==> src/rtl/ucie_ctl_tx_top_if.sv <==
// -----------------------------------------------------------------------------
// ucie_ctl_tx_top_if
//   Bundles the FDI (adapter-facing) and RDI (physical-layer-facing) handshake
//   signals of the UCIe controller transmit block.
//
//   Signals:
//     i_fdi_lp_data   adapter -> block  transmit word
//     i_fdi_lp_valid  adapter -> block  word valid this cycle
//     o_fdi_pl_trdy   block -> adapter  word accepted this cycle
//     i_rdi_pl_trdy   PHY -> block      PHY accepts RDI word this cycle
//     o_rdi_lp_data   block -> PHY      buffer head word
//     o_rdi_lp_valid  block -> PHY      head word valid
//     o_rdi_lp_parity block -> PHY      XOR of o_rdi_lp_data, only when
//                                       UCIE_CTL_TX_PARITY_EN is defined
//
//   Modports:
//     master  the transmit block itself
//     slave   the surrounding adapter / PHY
// -----------------------------------------------------------------------------
interface ucie_ctl_tx_top_if #(
  parameter int NBYTES = 8
);
  logic [NBYTES-1:0] i_fdi_lp_data;
  logic              i_fdi_lp_valid;
  logic              o_fdi_pl_trdy;
  logic              i_rdi_pl_trdy;
  logic [NBYTES-1:0] o_rdi_lp_data;
  logic              o_rdi_lp_valid;
`ifdef UCIE_CTL_TX_PARITY_EN
  logic              o_rdi_lp_parity;
`endif

  modport master (
`ifdef UCIE_CTL_TX_PARITY_EN
    output o_rdi_lp_parity,
`endif
    input  i_fdi_lp_data,
    input  i_fdi_lp_valid,
    output o_fdi_pl_trdy,
    input  i_rdi_pl_trdy,
    output o_rdi_lp_data,
    output o_rdi_lp_valid
  );

  modport slave (
`ifdef UCIE_CTL_TX_PARITY_EN
    input  o_rdi_lp_parity,
`endif
    output i_fdi_lp_data,
    output i_fdi_lp_valid,
    input  o_fdi_pl_trdy,
    output i_rdi_pl_trdy,
    input  o_rdi_lp_data,
    input  o_rdi_lp_valid
  );
endinterface

==> src/rtl/ucie_ctl_tx_top.sv <==
// -----------------------------------------------------------------------------
// ucie_ctl_tx_top
//   UCIe controller transmit path: an IDLE/ACTIVE/DRAIN link-state FSM in
//   front of a DEPTH-entry FIFO that carries words from the FDI side to the
//   RDI side. New words are accepted only in ACTIVE; buffered words keep
//   flowing out in ACTIVE and DRAIN. Words offered outside ACTIVE raise a
//   sticky drop flag, cleared when the link goes IDLE -> ACTIVE.
//
//   Ports:
//     i_clk            clock, all state on the rising edge
//     i_rst            asynchronous reset, active low
//     i_state_request  1 = request ACTIVE, 0 = request IDLE
//     bus              FDI/RDI handshake interface (master modport)
//     o_tx_active      FSM is in ACTIVE (registered)
//     o_drop_detected  sticky: FDI data offered while in IDLE or DRAIN
//
//   Parameters:
//     NBYTES  data bus width in bits
//     DEPTH   FIFO entries, power of two, >= 2
//
//   Optional feature:
//     UCIE_CTL_TX_PARITY_EN  adds bus.o_rdi_lp_parity = XOR of the RDI data
//                            word, forced to 0 when the word is not valid.
// -----------------------------------------------------------------------------
module ucie_ctl_tx_top #(
  parameter int NBYTES = 8,
  parameter int DEPTH  = 4
) (
  input  logic                    i_clk,
  input  logic                    i_rst,
  input  logic                    i_state_request,
  ucie_ctl_tx_top_if.master       bus,
  output logic                    o_tx_active,
  output logic                    o_drop_detected
);

  localparam int AW = $clog2(DEPTH);
  localparam int PW = AW + 1;

  typedef enum logic [1:0] {
    ST_IDLE   = 2'd0,
    ST_ACTIVE = 2'd1,
    ST_DRAIN  = 2'd2
  } state_e;

  state_e            state_q;
  logic              tx_active_q;
  logic              drop_q;

  logic [NBYTES-1:0] mem_q [DEPTH];
  // Pointers carry one extra wrap bit so full and empty are distinguishable.
  logic [PW-1:0]     wr_ptr_q, wr_ptr_d;
  logic [PW-1:0]     rd_ptr_q, rd_ptr_d;

  logic              empty;
  logic              full;
  logic              push;
  logic              pop;

  assign empty = (wr_ptr_q == rd_ptr_q);
  assign full  = (wr_ptr_q[AW-1:0] == rd_ptr_q[AW-1:0]) &&
                 (wr_ptr_q[AW] != rd_ptr_q[AW]);

  // Acceptance looks only at registered occupancy: a pop while full frees the
  // slot for the following cycle, never the same one.
  assign bus.o_fdi_pl_trdy  = (state_q == ST_ACTIVE) && !full;
  assign bus.o_rdi_lp_valid = !empty && (state_q != ST_IDLE);
  assign bus.o_rdi_lp_data  = mem_q[rd_ptr_q[AW-1:0]];

  assign push = bus.i_fdi_lp_valid && bus.o_fdi_pl_trdy;
  assign pop  = bus.o_rdi_lp_valid && bus.i_rdi_pl_trdy;

  assign wr_ptr_d = push ? wr_ptr_q + PW'(1) : wr_ptr_q;
  assign rd_ptr_d = pop  ? rd_ptr_q + PW'(1) : rd_ptr_q;

`ifdef UCIE_CTL_TX_PARITY_EN
  assign bus.o_rdi_lp_parity = bus.o_rdi_lp_valid && (^bus.o_rdi_lp_data);
`endif

  assign o_tx_active     = tx_active_q;
  assign o_drop_detected = drop_q;

  // NOTE: sequential state is updated only with non-blocking assignments so
  // every register samples pre-edge values regardless of block ordering.
  always_ff @(posedge i_clk or negedge i_rst) begin
    if (!i_rst) begin
      wr_ptr_q <= '0;
      rd_ptr_q <= '0;
    end else begin
      wr_ptr_q <= wr_ptr_d;
      rd_ptr_q <= rd_ptr_d;
    end
  end

  // NOTE: the storage array has no reset; its content is only observable
  // through o_rdi_lp_data while valid, and the reset pointers mark it empty.
  always_ff @(posedge i_clk) begin
    if (push) begin
      mem_q[wr_ptr_q[AW-1:0]] <= bus.i_fdi_lp_data;
    end
  end

  // Link-state FSM with registered o_tx_active and sticky drop flag. On an
  // IDLE -> ACTIVE edge the clear wins over a simultaneous drop.
  always_ff @(posedge i_clk or negedge i_rst) begin
    if (!i_rst) begin
      state_q     <= ST_IDLE;
      tx_active_q <= 1'b0;
      drop_q      <= 1'b0;
    end else begin
      case (state_q)
        ST_IDLE: begin
          if (i_state_request) begin
            state_q     <= ST_ACTIVE;
            tx_active_q <= 1'b1;
            drop_q      <= 1'b0;
          end else if (bus.i_fdi_lp_valid) begin
            drop_q <= 1'b1;
          end
        end
        ST_ACTIVE: begin
          if (!i_state_request) begin
            state_q     <= ST_DRAIN;
            tx_active_q <= 1'b0;
          end
        end
        ST_DRAIN: begin
          if (bus.i_fdi_lp_valid) begin
            drop_q <= 1'b1;
          end
          if (i_state_request) begin
            state_q     <= ST_ACTIVE;
            tx_active_q <= 1'b1;
          end else if (empty) begin
            state_q <= ST_IDLE;
          end
        end
        default: begin
          state_q     <= ST_IDLE;
          tx_active_q <= 1'b0;
        end
      endcase
    end
  end

endmodule

==> src/flat_wrapper.sv <==
// flat-port wrapper written by rule: the top's interface ports become plain ports
module ucie_ctl_tx_top_flat 
#(
  parameter int NBYTES = 8,
  parameter int DEPTH  = 4
)
  (i_clk, i_rst, i_state_request, o_tx_active, o_drop_detected, bus_i_fdi_lp_data, bus_i_fdi_lp_valid, bus_o_fdi_pl_trdy, bus_i_rdi_pl_trdy, bus_o_rdi_lp_data, bus_o_rdi_lp_valid);
  ucie_ctl_tx_top_if #(.NBYTES(NBYTES)) bus_i ();
  input  logic i_clk;
  input  logic i_rst;
  input  logic i_state_request;
  output logic o_tx_active;
  output logic o_drop_detected;
  input wire logic [$bits(bus_i.i_fdi_lp_data)-1:0] bus_i_fdi_lp_data;
  input wire logic [$bits(bus_i.i_fdi_lp_valid)-1:0] bus_i_fdi_lp_valid;
  output wire logic [$bits(bus_i.o_fdi_pl_trdy)-1:0] bus_o_fdi_pl_trdy;
  input wire logic [$bits(bus_i.i_rdi_pl_trdy)-1:0] bus_i_rdi_pl_trdy;
  output wire logic [$bits(bus_i.o_rdi_lp_data)-1:0] bus_o_rdi_lp_data;
  output wire logic [$bits(bus_i.o_rdi_lp_valid)-1:0] bus_o_rdi_lp_valid;
  assign bus_i.i_fdi_lp_data = bus_i_fdi_lp_data;
  assign bus_i.i_fdi_lp_valid = bus_i_fdi_lp_valid;
  assign bus_o_fdi_pl_trdy = bus_i.o_fdi_pl_trdy;
  assign bus_i.i_rdi_pl_trdy = bus_i_rdi_pl_trdy;
  assign bus_o_rdi_lp_data = bus_i.o_rdi_lp_data;
  assign bus_o_rdi_lp_valid = bus_i.o_rdi_lp_valid;
  ucie_ctl_tx_top #(.NBYTES(NBYTES), .DEPTH(DEPTH)) u_core (.i_clk(i_clk), .i_rst(i_rst), .i_state_request(i_state_request), .bus(bus_i), .o_tx_active(o_tx_active), .o_drop_detected(o_drop_detected));
endmodule
==> config.mk <==
export PLATFORM = sky130hd
export DESIGN_NAME = ucie_ctl_tx_top_flat
export DESIGN_NICKNAME = d
export VERILOG_FILES = /design/src/rtl/ucie_ctl_tx_top_if.sv /design/src/rtl/ucie_ctl_tx_top.sv /design/src/flat_wrapper.sv
export SDC_FILE = /design/constraint.sdc
export NUM_CORES = 1
export LEC_CHECK = 0
export CAP_MARGIN = 20
export CORE_UTILIZATION = 32
export DETAILED_ROUTE_END_ITERATION = 8
export HOLD_SLACK_MARGIN = 0.02
export PLACE_DENSITY = 0.55
export SLEW_MARGIN = 15
export SYNTH_ARGS = -nofsm -noshare
export SYNTH_HDL_FRONTEND = slang
export SYNTH_SLANG_ARGS = --single-unit
==> constraint.sdc <==
create_clock -name i_clk -period 1.7 [get_ports i_clk]
set_input_delay 0.17 -clock i_clk [delete_from_list [all_inputs] [get_ports i_clk]]
set_output_delay 0.17 -clock i_clk [all_outputs]
set_load 0.01 [all_outputs]
==> out/metrics.cfg, run 1 <==
[global_routing]
grt_pass1_wl_um=5490
met3_usage_pct=4.07
gr-total-overflow=0
groute.usage.overall_pct=12.7
top_usage_layer=met2
met1_usage_pct=15.1
grt_pass1_vias=1110
grt_max_degree=16
grt_use_met2_pct=21.2
antenna_found_initial=0

[sta]
fin_ws_ns=-0.0177
rsz0062_at_grt=yes
fin_crit_sh_pct=101
slew_headroom_pct=67.6
tightest_slew_ns=0.485
drv_slew=0
finalSetupViolations=4
skew_ns=0.00944
post-route-min-period_ns=1.72
timing.fmax_mhz=582
hold_viol_final=0

[synthesis]
syn-num-nets=120
ys_warn_count=0
synth_area_leaders=edfxtp_1 (55%), dfrtp_1 (14%), mux4_2 (10%)
avgSynthCellArea_um2=17.2
synth_largest_area_cell=edfxtp_1
netlist_area_um2=1760
synth-seq-cells=42
synth_cell_types=29
synth_top_area_share_pct=54.6
syn_inst=102
ys_seq_area_share_pct=68.8

[outcome]
violations=negative setup slack
outcome=complete, but fails checks

[pwr]
total_power_mw=4.08
p_per_area_nw_per_um2=1630
ir_drop_mv=0.880
cellLeakagePower_nw=0.944

[route]
num_vias=1096
vias_per_cell=4.77
wl_per_cell_um=14.9
wirelength_um=3430
drc=0
drt_pass1_iterations=4
drt_iter0_markers=43
ant_nets=0

[clock_tree]
cts_buffer_depth=2
clk_latency_ns=0.30
cts.htree.levels=2
cts-root-buf=clkbuf_8
clk_pin_slew_ns=0.08
numCtsBuffers=5
cts_tree=yes
cts_sinks=42

[worst_hold_path]
hp-class=primary input to async pin

[layout]
instances_no_fill=230
syn_to_final_growth_pct=42.4
fin_util_pct=48.1
nets=177
drive_above_1_share_pct=43.8
n_antenna_cell=0

[floorplanning]
rows=26
core_um2=5200
start_util_pct=33.8
dieArea_um2=5800
die_x_um=76.1
fp.dieH_um=76.1
io_pins=25

[place]
hpwl_um=2300
place_inst=212
io_buffers=24
place_ws_ns=-0.0513
gp_congestion=0.843

[critical_path]
r2r-end=u_core.mem_q[1][4]
critPathKind=flip-flop to output pin
regToRegStartpoint=u_core.rd_ptr_q[2]
cp.arrival_ns=1.55
rr_worst_depth=5
endpoint=bus_o_rdi_lp_data[3]
r2r_setup_slack_ns=0.03
critPathLaunch=u_core.rd_ptr_q[0]
crit_required_ns=1.53
end_kind=output pin
cp_max_fo=6
start_kind=flip-flop

[flow_run]
maxCapViolations=0

==> timing repair <==
item                       in CTS  in global routing
setup endpoints to repair      18                 41
hold endpoints to repair        0                  0
pin swaps                       3                  3
hold buffers                    0                  0
resized for setup              49                 12
setup buffers                   6                  4
==> sequential cells by signal (all words and copies together), names as in the netlist <==
register / count
u_core.wr_ptr_q: 3
u_core.mem_q: 32
u_core.state_q: 2
u_core.o_tx_active: 1
u_core.o_drop_detected: 1
u_core.rd_ptr_q: 3
==> Yosys cell counts (all sizes together) <==
cell / count
a31oi: 2
nor3: 3
o211ai: 1
buf: 2
xor2: 4
a211oi: 1
o21ai: 2
and2: 3
ha: 5
mux2: 2
a21boi: 1
a21oi: 3
mux4: 8
nand2: 1
nand2b: 1
dfrtp: 10
nand3: 2
nor4: 1
xnor2: 4
edfxtp: 32
nand4b: 1
a211o: 1
o31ai: 1
nor2: 3
inv: 6
o22ai: 1
a311oi: 1
==> report_power, final <==
part | internal, mW | leakage (nW) | switching, mW | total [mW]
combinational | 1.15 | 0.492 | 0.852 | 2.00
sequential | 1.28 | 0.407 | 0.151 | 1.43
clock | 0.296 | 0.0447 | 0.356 | 0.652
==> worst min-delay path by stage <==
stage	end	slack [ns]	depth (start not counted)
2_1_floorplan	u_core.o_drop_detected	-0.13	0
3_3_place_gp	u_core.o_drop_detected	0.52	1
3_5_place_dp	u_core.o_drop_detected	0.54	1
4_1_cts	u_core.o_drop_detected	0.22	1
5_1_grt	u_core.o_drop_detected	0.22	1
6_report	u_core.o_drop_detected	0.20	1
==> stage by stage <==
| step | TNS, ns | hold slack, ns | instance area (µm²) |
|---|---|---|---|
| 5_1_grt | -0.885 | 0.225 | 2500 |
| 3_3_place_gp | -0.230 | 0.519 | 2250 |
| 2_1_floorplan | 0 | -0.126 | 1760 |
| 4_1_cts | -0.192 | 0.221 | 2410 |
| 3_5_place_dp | -0.278 | 0.537 | 2250 |
| 6_report | -0.0355 | 0.202 | 2500 |
==> cell usage in the layout (no fill, tap or decap), types with 2 or more instances in the layout <==
cell	Yosys	layout
inv_1	6	6
nor3_2	0	2
buf_2	1	3
nand3_1	2	2
nor2_1	3	2
xnor2_2	0	2
clkdlybuf4s50_1	0	14
xor2_2	0	2
clkbuf_8	0	5
o21ai_0	2	2
a21oi_1	3	3
buf_12	0	4
ha_1	5	5
buf_6	0	8
dfrtp_2	0	2
xnor2_1	4	2
dfrtp_1	10	8
mux4_2	8	8
and2_4	0	3
edfxtp_1	32	32
buf_4	1	21
==> critical path, stage by stage, from the launching register on <==
cell and delay [ns]:
dfrtp_1 0.37, buf_6 0.14, buf_4 0.11, mux4_2 0.50, buf_6 0.14
==> metal layers <==
metal | routed length [µm] | share of wire [%] | vias up
met1 | 1400 | 41 | 557
met5 | 0 | 0 | -
li1 | - | - | 506
met4 | 65 | 1.9 | 0
met3 | 143 | 4.2 | 8
met2 | 1820 | 53 | 25
==> cells by family after synthesis <==
kind of cell / Yosys count / share of synthesized area (%)
flip-flops: 42 / 68.8
AND/OR/NAND/NOR: 15 / 4.55
AO/OA/AOI/OAI: 14 / 5.55
multiplexers: 10 / 11.5
XOR/XNOR: 8 / 3.98
buffers and inverters: 8 / 1.99
adder cells (fa/ha/maj): 5 / 3.56
==> layout make-up <==
| type | count | area, µm² |
|---|---|---|
| well taps | 70 | 87.6 |
| multi-input cells | 52 | 588 |
| clock buffers | 5 | 68.8 |
| repair buffers | 52 | 499 |
| flip-flops and latches | 42 | 1210 |
| inverters | 6 | 22.5 |
| clock inverters | 3 | 25.0 |
| fillers | 467 | 2700 |
Power figures use the tool's default switching activity.
==> run 2: changes to the inputs <==
--- a/config.mk
+++ b/config.mk
@@ -7,9 +7,11 @@
 export LEC_CHECK = 0
 export CAP_MARGIN = 20
 export CORE_UTILIZATION = 32
+export CTS_BUF_LIST = sky130_fd_sc_hd__clkbuf_4
 export DETAILED_ROUTE_END_ITERATION = 8
 export HOLD_SLACK_MARGIN = 0.02
-export PLACE_DENSITY = 0.55
+export PLACE_DENSITY = 0.62
+export RECOVER_POWER = 50
 export SLEW_MARGIN = 15
 export SYNTH_ARGS = -nofsm -noshare
 export SYNTH_HDL_FRONTEND = slang
==> out/metrics.cfg, run 2 (synthesis results as in run 1) <==
[outcome]
outcome=complete, but fails checks
violations=negative setup slack

[critical_path]
path_buf_inv=3
cp_common_cell=buf_6
end_kind=flip-flop
cp.arrival_ns=1.89
critPathKind=flip-flop to flip-flop
crit_required_ns=1.79
cp_max_fo=4
path_cells=buf_6 > buf_6 > xnor2_4 > a311oi_4 > and2_4 > buf_6
start_kind=flip-flop
crit_path_top_delay_cell=dfrtp_2
max_stage_delay_ns=0.46
critical_path.top_delay_family=flip-flops

[place]
gp_congestion=0.813
io_buffers=24
post_dp_cell_area_um2=2240
hpwl_um=2430

[route]
drt_pass1_iterations=4
drc=0
top_layer_used=met4
wl_met2_um=1930
drt-met1-wl_um=1550
ant_nets=0
num_vias=1093
wirelength_um=3670
drt_iter0_markers=65
wl_met3_um=160
vias_per_cell=4.75
wl_per_cell_um=16.0

[floorplanning]
start_util_pct=33.8
fp.dieH_um=76.1
rows=26
io_pins=25
die_x_um=76.1
core_um2=5200
dieArea_um2=5800

[sta]
post-route-min-period_ns=1.81
skew_ns=0.0153
finalSetupViolations=35
tightest_slew_ns=0.477
drv_slew=0
slew_headroom_pct=68.1
rsz0062_at_grt=yes
fin_ws_ns=-0.106
setup_tns_ns=-2.32
fin_crit_sh_pct=106
hold_viol_final=0
timing.fmax_mhz=554

[clock_tree]
cts.htree.levels=2
clk_latency_ns=0.36
cts-root-buf=clkbuf_4
cts_buffer_depth=2
cts_sinks=42
numCtsBuffers=5
cts_tree=yes
clk_pin_slew_ns=0.14

[global_routing]
grt_pass1_wl_um=6010
groute.usage.overall_pct=13.5
antenna_found_initial=0
grt_pass1_vias=1204
grt_max_degree=15
gr-total-overflow=0

[worst_hold_path]
hp-class=primary input to async pin

[flow_run]
maxCapViolations=0

[layout]
largest_register_ffs=32
layout_common_cells=edfxtp_1 (32), buf_6 (19), buf_4 (16)
drive_above_1_share_pct=48.1
nets=177
n_antenna_cell=0
syn_to_final_growth_pct=45.9
final_cell_area_um2=2570
final_common_cell=edfxtp_1

[pwr]
cellLeakagePower_nw=0.948
p_per_area_nw_per_um2=1700
clockPowerShare_pct=11.8
ir_drop_mv=0.706
p_int_mw=2.78
p_comb_share_pct=55.0
seq_power_share_pct=33.1
swShare_pct=36.1
p_sw_mw=1.57

run 2: changes by cell type in the layout (fill, tap and decap cells not counted), sizes merged:
cell           before  now
clkdlybuf4s50      14    8
dlygate4sd3         0    6
buf                36   38
clkbuf              6    5
clkdlybuf4s15       1    0
clkinv              1    2
inv                 7    6
run 2: path summary, 6_finish.rpt:
kind | end | startpoint | slack [ns] | cells past startpoint
worst min-delay path | u_core.state_q[0] | i_rst | 0.18 | 1
worst max register to register | u_core.mem_q[0][3] | u_core.rd_ptr_q[0] | -0.11 | 6
max in group asynchronous | u_core.wr_ptr_q[0] | i_rst | 1.16 | 1
worst max-delay path | u_core.mem_q[0][3] | u_core.rd_ptr_q[0] | -0.11 | 6
min in group i_clk | u_core.mem_q[2][6] | bus_i_fdi_lp_data[6] | 0.47 | 1
worst min register to register | u_core.o_tx_active | u_core.o_tx_active | 0.58 | 2
run 2: repair_timing:
item,4_1_cts,5_1_grt
resized for setup,67,24
pin swaps,8,11
hold buffers,0,0
cloned,1,0
endpoints found under the setup margin,35,45
setup buffers,11,4
run 2: cell type report:
cell class / instances / area [µm²]
fillers: 449 / 2640
flip-flops and latches: 42 / 1220
multi-input cells: 52 / 691
repair buffers: 52 / 489
well taps: 70 / 87.6
clock buffers: 5 / 37.5
inverters: 6 / 22.5
clock inverters: 3 / 21.3
run 2: power by group through the flow:
| stage | Sequential, mW | Combinational (mW) | Clock (mW) |
|---|---|---|---|
| after floorplan | 1.40 | 0.834 | 0 |
| after CTS | 1.43 | 2.15 | 0.523 |
| after global placement | 1.40 | 1.55 | 0 |
| final | 1.44 | 2.40 | 0.516 |
| after global routing | 1.46 | 2.58 | 0.552 |
| after detailed placement | 1.42 | 1.59 | 0 |
run 2: layer usage:
layer	global-route usage (%)	vias to the layer above
met4	2.88	0
met1	15.8	548
met2	24.5	30
li1	-	508
met5	0	-
met3	4.07	7
run 2: through the flow:
step | instances | setup slack [ns] | power (mW) | hold WS [ns] | util [%]
3_5_place_dp | 211 | -0.0642 | 3.01 | 0.532 | 43.0
2_1_floorplan | 102 | 0.00354 | 2.24 | -0.126 | -
3_3_place_gp | 211 | -0.0180 | 2.95 | 0.527 | 43.0
4_1_cts | 231 | -0.149 | 4.10 | 0.123 | 48.1
5_1_grt | 230 | -0.160 | 4.60 | 0.199 | 49.3
6_report | 230 | -0.106 | 4.36 | 0.178 | 49.3
==> run 3: changes to the inputs <==
--- a/config.mk
+++ b/config.mk
@@ -8,9 +8,10 @@
 export CAP_MARGIN = 20
 export CORE_UTILIZATION = 32
 export CTS_BUF_LIST = sky130_fd_sc_hd__clkbuf_4
+export CTS_CLUSTER_DIAMETER = 50
 export DETAILED_ROUTE_END_ITERATION = 8
 export HOLD_SLACK_MARGIN = 0.02
-export PLACE_DENSITY = 0.62
+export PLACE_DENSITY = 0.61
 export RECOVER_POWER = 50
 export SLEW_MARGIN = 15
 export SYNTH_ARGS = -nofsm -noshare
==> constraint.sdc (replaced) <==
create_clock -name i_clk -period 1.8 [get_ports i_clk]
set_input_delay 0.18 -clock i_clk [delete_from_list [all_inputs] [get_ports i_clk]]
set_output_delay 0.18 -clock i_clk [all_outputs]
set_load 0.01 [all_outputs]
==> out/metrics.cfg, run 3 (synthesis results as in run 1) <==
[critical_path]
crit_path_top_delay_cell=mux4_2
regToRegStartpoint=u_core.wr_ptr_q[2]
endpoint=bus_o_rdi_lp_data[4]
cp.depth=4
crit_required_ns=1.62
cp_max_fo=8
start_kind=flip-flop
end_kind=output pin
path_buf_inv=3
critPathKind=flip-flop to output pin
max_stage_delay_ns=0.50
path_cells=buf_6 > buf_6 > mux4_2 > buf_6
r2r-end=u_core.mem_q[1][3]
r2r_setup_slack_ns=0.05
critical_path.top_delay_family=multiplexers
cp_common_cell=buf_6
rr_worst_depth=4
cp.arrival_ns=1.65
critPathLaunch=u_core.rd_ptr_q[0]

[clock_tree]
cts_buffer_depth=2
clk_pin_slew_ns=0.13
cts-root-buf=clkbuf_4
cts.htree.levels=2
cts_tree=yes
cts_sinks=42
cts_hold_buf=0
clk_latency_ns=0.36
numCtsBuffers=5

[layout]
multiInputGateArea_um2=582
syn_to_final_growth_pct=35.5
fin_util_pct=45.8
seq_area_um2=1210
final_common_cell=edfxtp_1
nets=169
layout_common_cells=edfxtp_1 (32), buf_4 (13), dlygate4sd3_1 (9)
fill_cells=467
drive_above_1_share_pct=36.2
instances_no_fill=222
final_cell_area_um2=2380
largest_register_ffs=32
n_antenna_cell=0

[route]
drt_iter0_markers=42
vias_per_cell=4.67
drc=0
num_vias=1036
wirelength_um=3300
drt_pass1_iterations=4
wl_per_cell_um=14.9
ant_nets=0

[flow_run]
maxCapViolations=0

[pwr]
ir_drop_mv=0.680
cellLeakagePower_nw=0.879
total_power_mw=3.48
p_per_area_nw_per_um2=1460

[global_routing]
grt_pass1_vias=1125
gr-total-overflow=0
grt_max_degree=14
groute.usage.overall_pct=12.5
antenna_found_initial=0
grt_pass1_wl_um=5500

[sta]
hold_viol_final=0
hold_ws_ns=0.197
fin_crit_sh_pct=102
tightest_slew_ns=0.483
finalSetupViolations=7
slew_headroom_pct=67.7
fin_ws_ns=-0.0278
timing.fmax_mhz=547
drv_slew=0
rsz0062_at_grt=yes
skew_ns=0.0181
post-route-min-period_ns=1.83
setup_tns_ns=-0.154

[floorplanning]
start_util_pct=33.8
fp.dieH_um=76.1
io_pins=25
die_x_um=76.1
rows=26
core_um2=5200
dieArea_um2=5800

[outcome]
violations=negative setup slack
outcome=complete, but fails checks

[place]
io_buffers=24
gp_congestion=0.793
post_dp_cell_area_um2=2200
place_inst=206
place_ws_ns=0.0266
hpwl_um=2210

[worst_hold_path]
hp-class=primary input to async pin

## run 3: worst min path at each step
stage	startpoint	endpoint	slack [ns]	cells after the start
global route	i_rst	u_core.state_q[1]	0.22	1
global placement	u_core.o_tx_active	u_core.o_tx_active	0.53	2
CTS	i_rst	u_core.state_q[1]	0.14	1
detailed placement	u_core.o_drop_detected	u_core.o_drop_detected	0.54	2
finish	i_rst	u_core.o_drop_detected	0.20	1
floorplan	i_rst	u_core.o_drop_detected	-0.12	0
## run 3: area by class of cell
class                      instances  share of cell area (%)
tap                               70                    3.67
clock inverter                     3                   0.682
inverter                           6                   0.945
multi-input combinational         52                    24.4
sequential                        42                    50.9
timing repair buffer              44                    17.8
clock buffer                       5                    1.57
## run 3: what timing repair did
action / CTS / global route
resized for setup: 49 / 9
cloned: 0 / 0
pin swaps: 2 / 1
setup endpoints to repair: 10 / 17
buffers inserted: 6 / 2
## run 3: power breakdown
part           switching, mW  total (mW)  internal, mW
logic                  0.741        1.65         0.912
clock network          0.309       0.455         0.146
registers              0.168        1.37          1.20
total                   1.22        3.48          2.26
## run 3: routing by layer
metal  GRT usage, %  wire (µm)  vias to the layer above
met5              0          0                        -
met4           4.62         46                        0
met3           3.71        165                        5
met2           20.9       1610                       27
met1           15.3       1480                      515
li1               -          -                      489
## run 3: worst register-to-register path, stage by stage (launching register included)
cell	delay, ns
dfrtp_1	0.50
xor2_2	0.24
a311oi_2	0.35
and2_1	0.23
buf_12	0.14
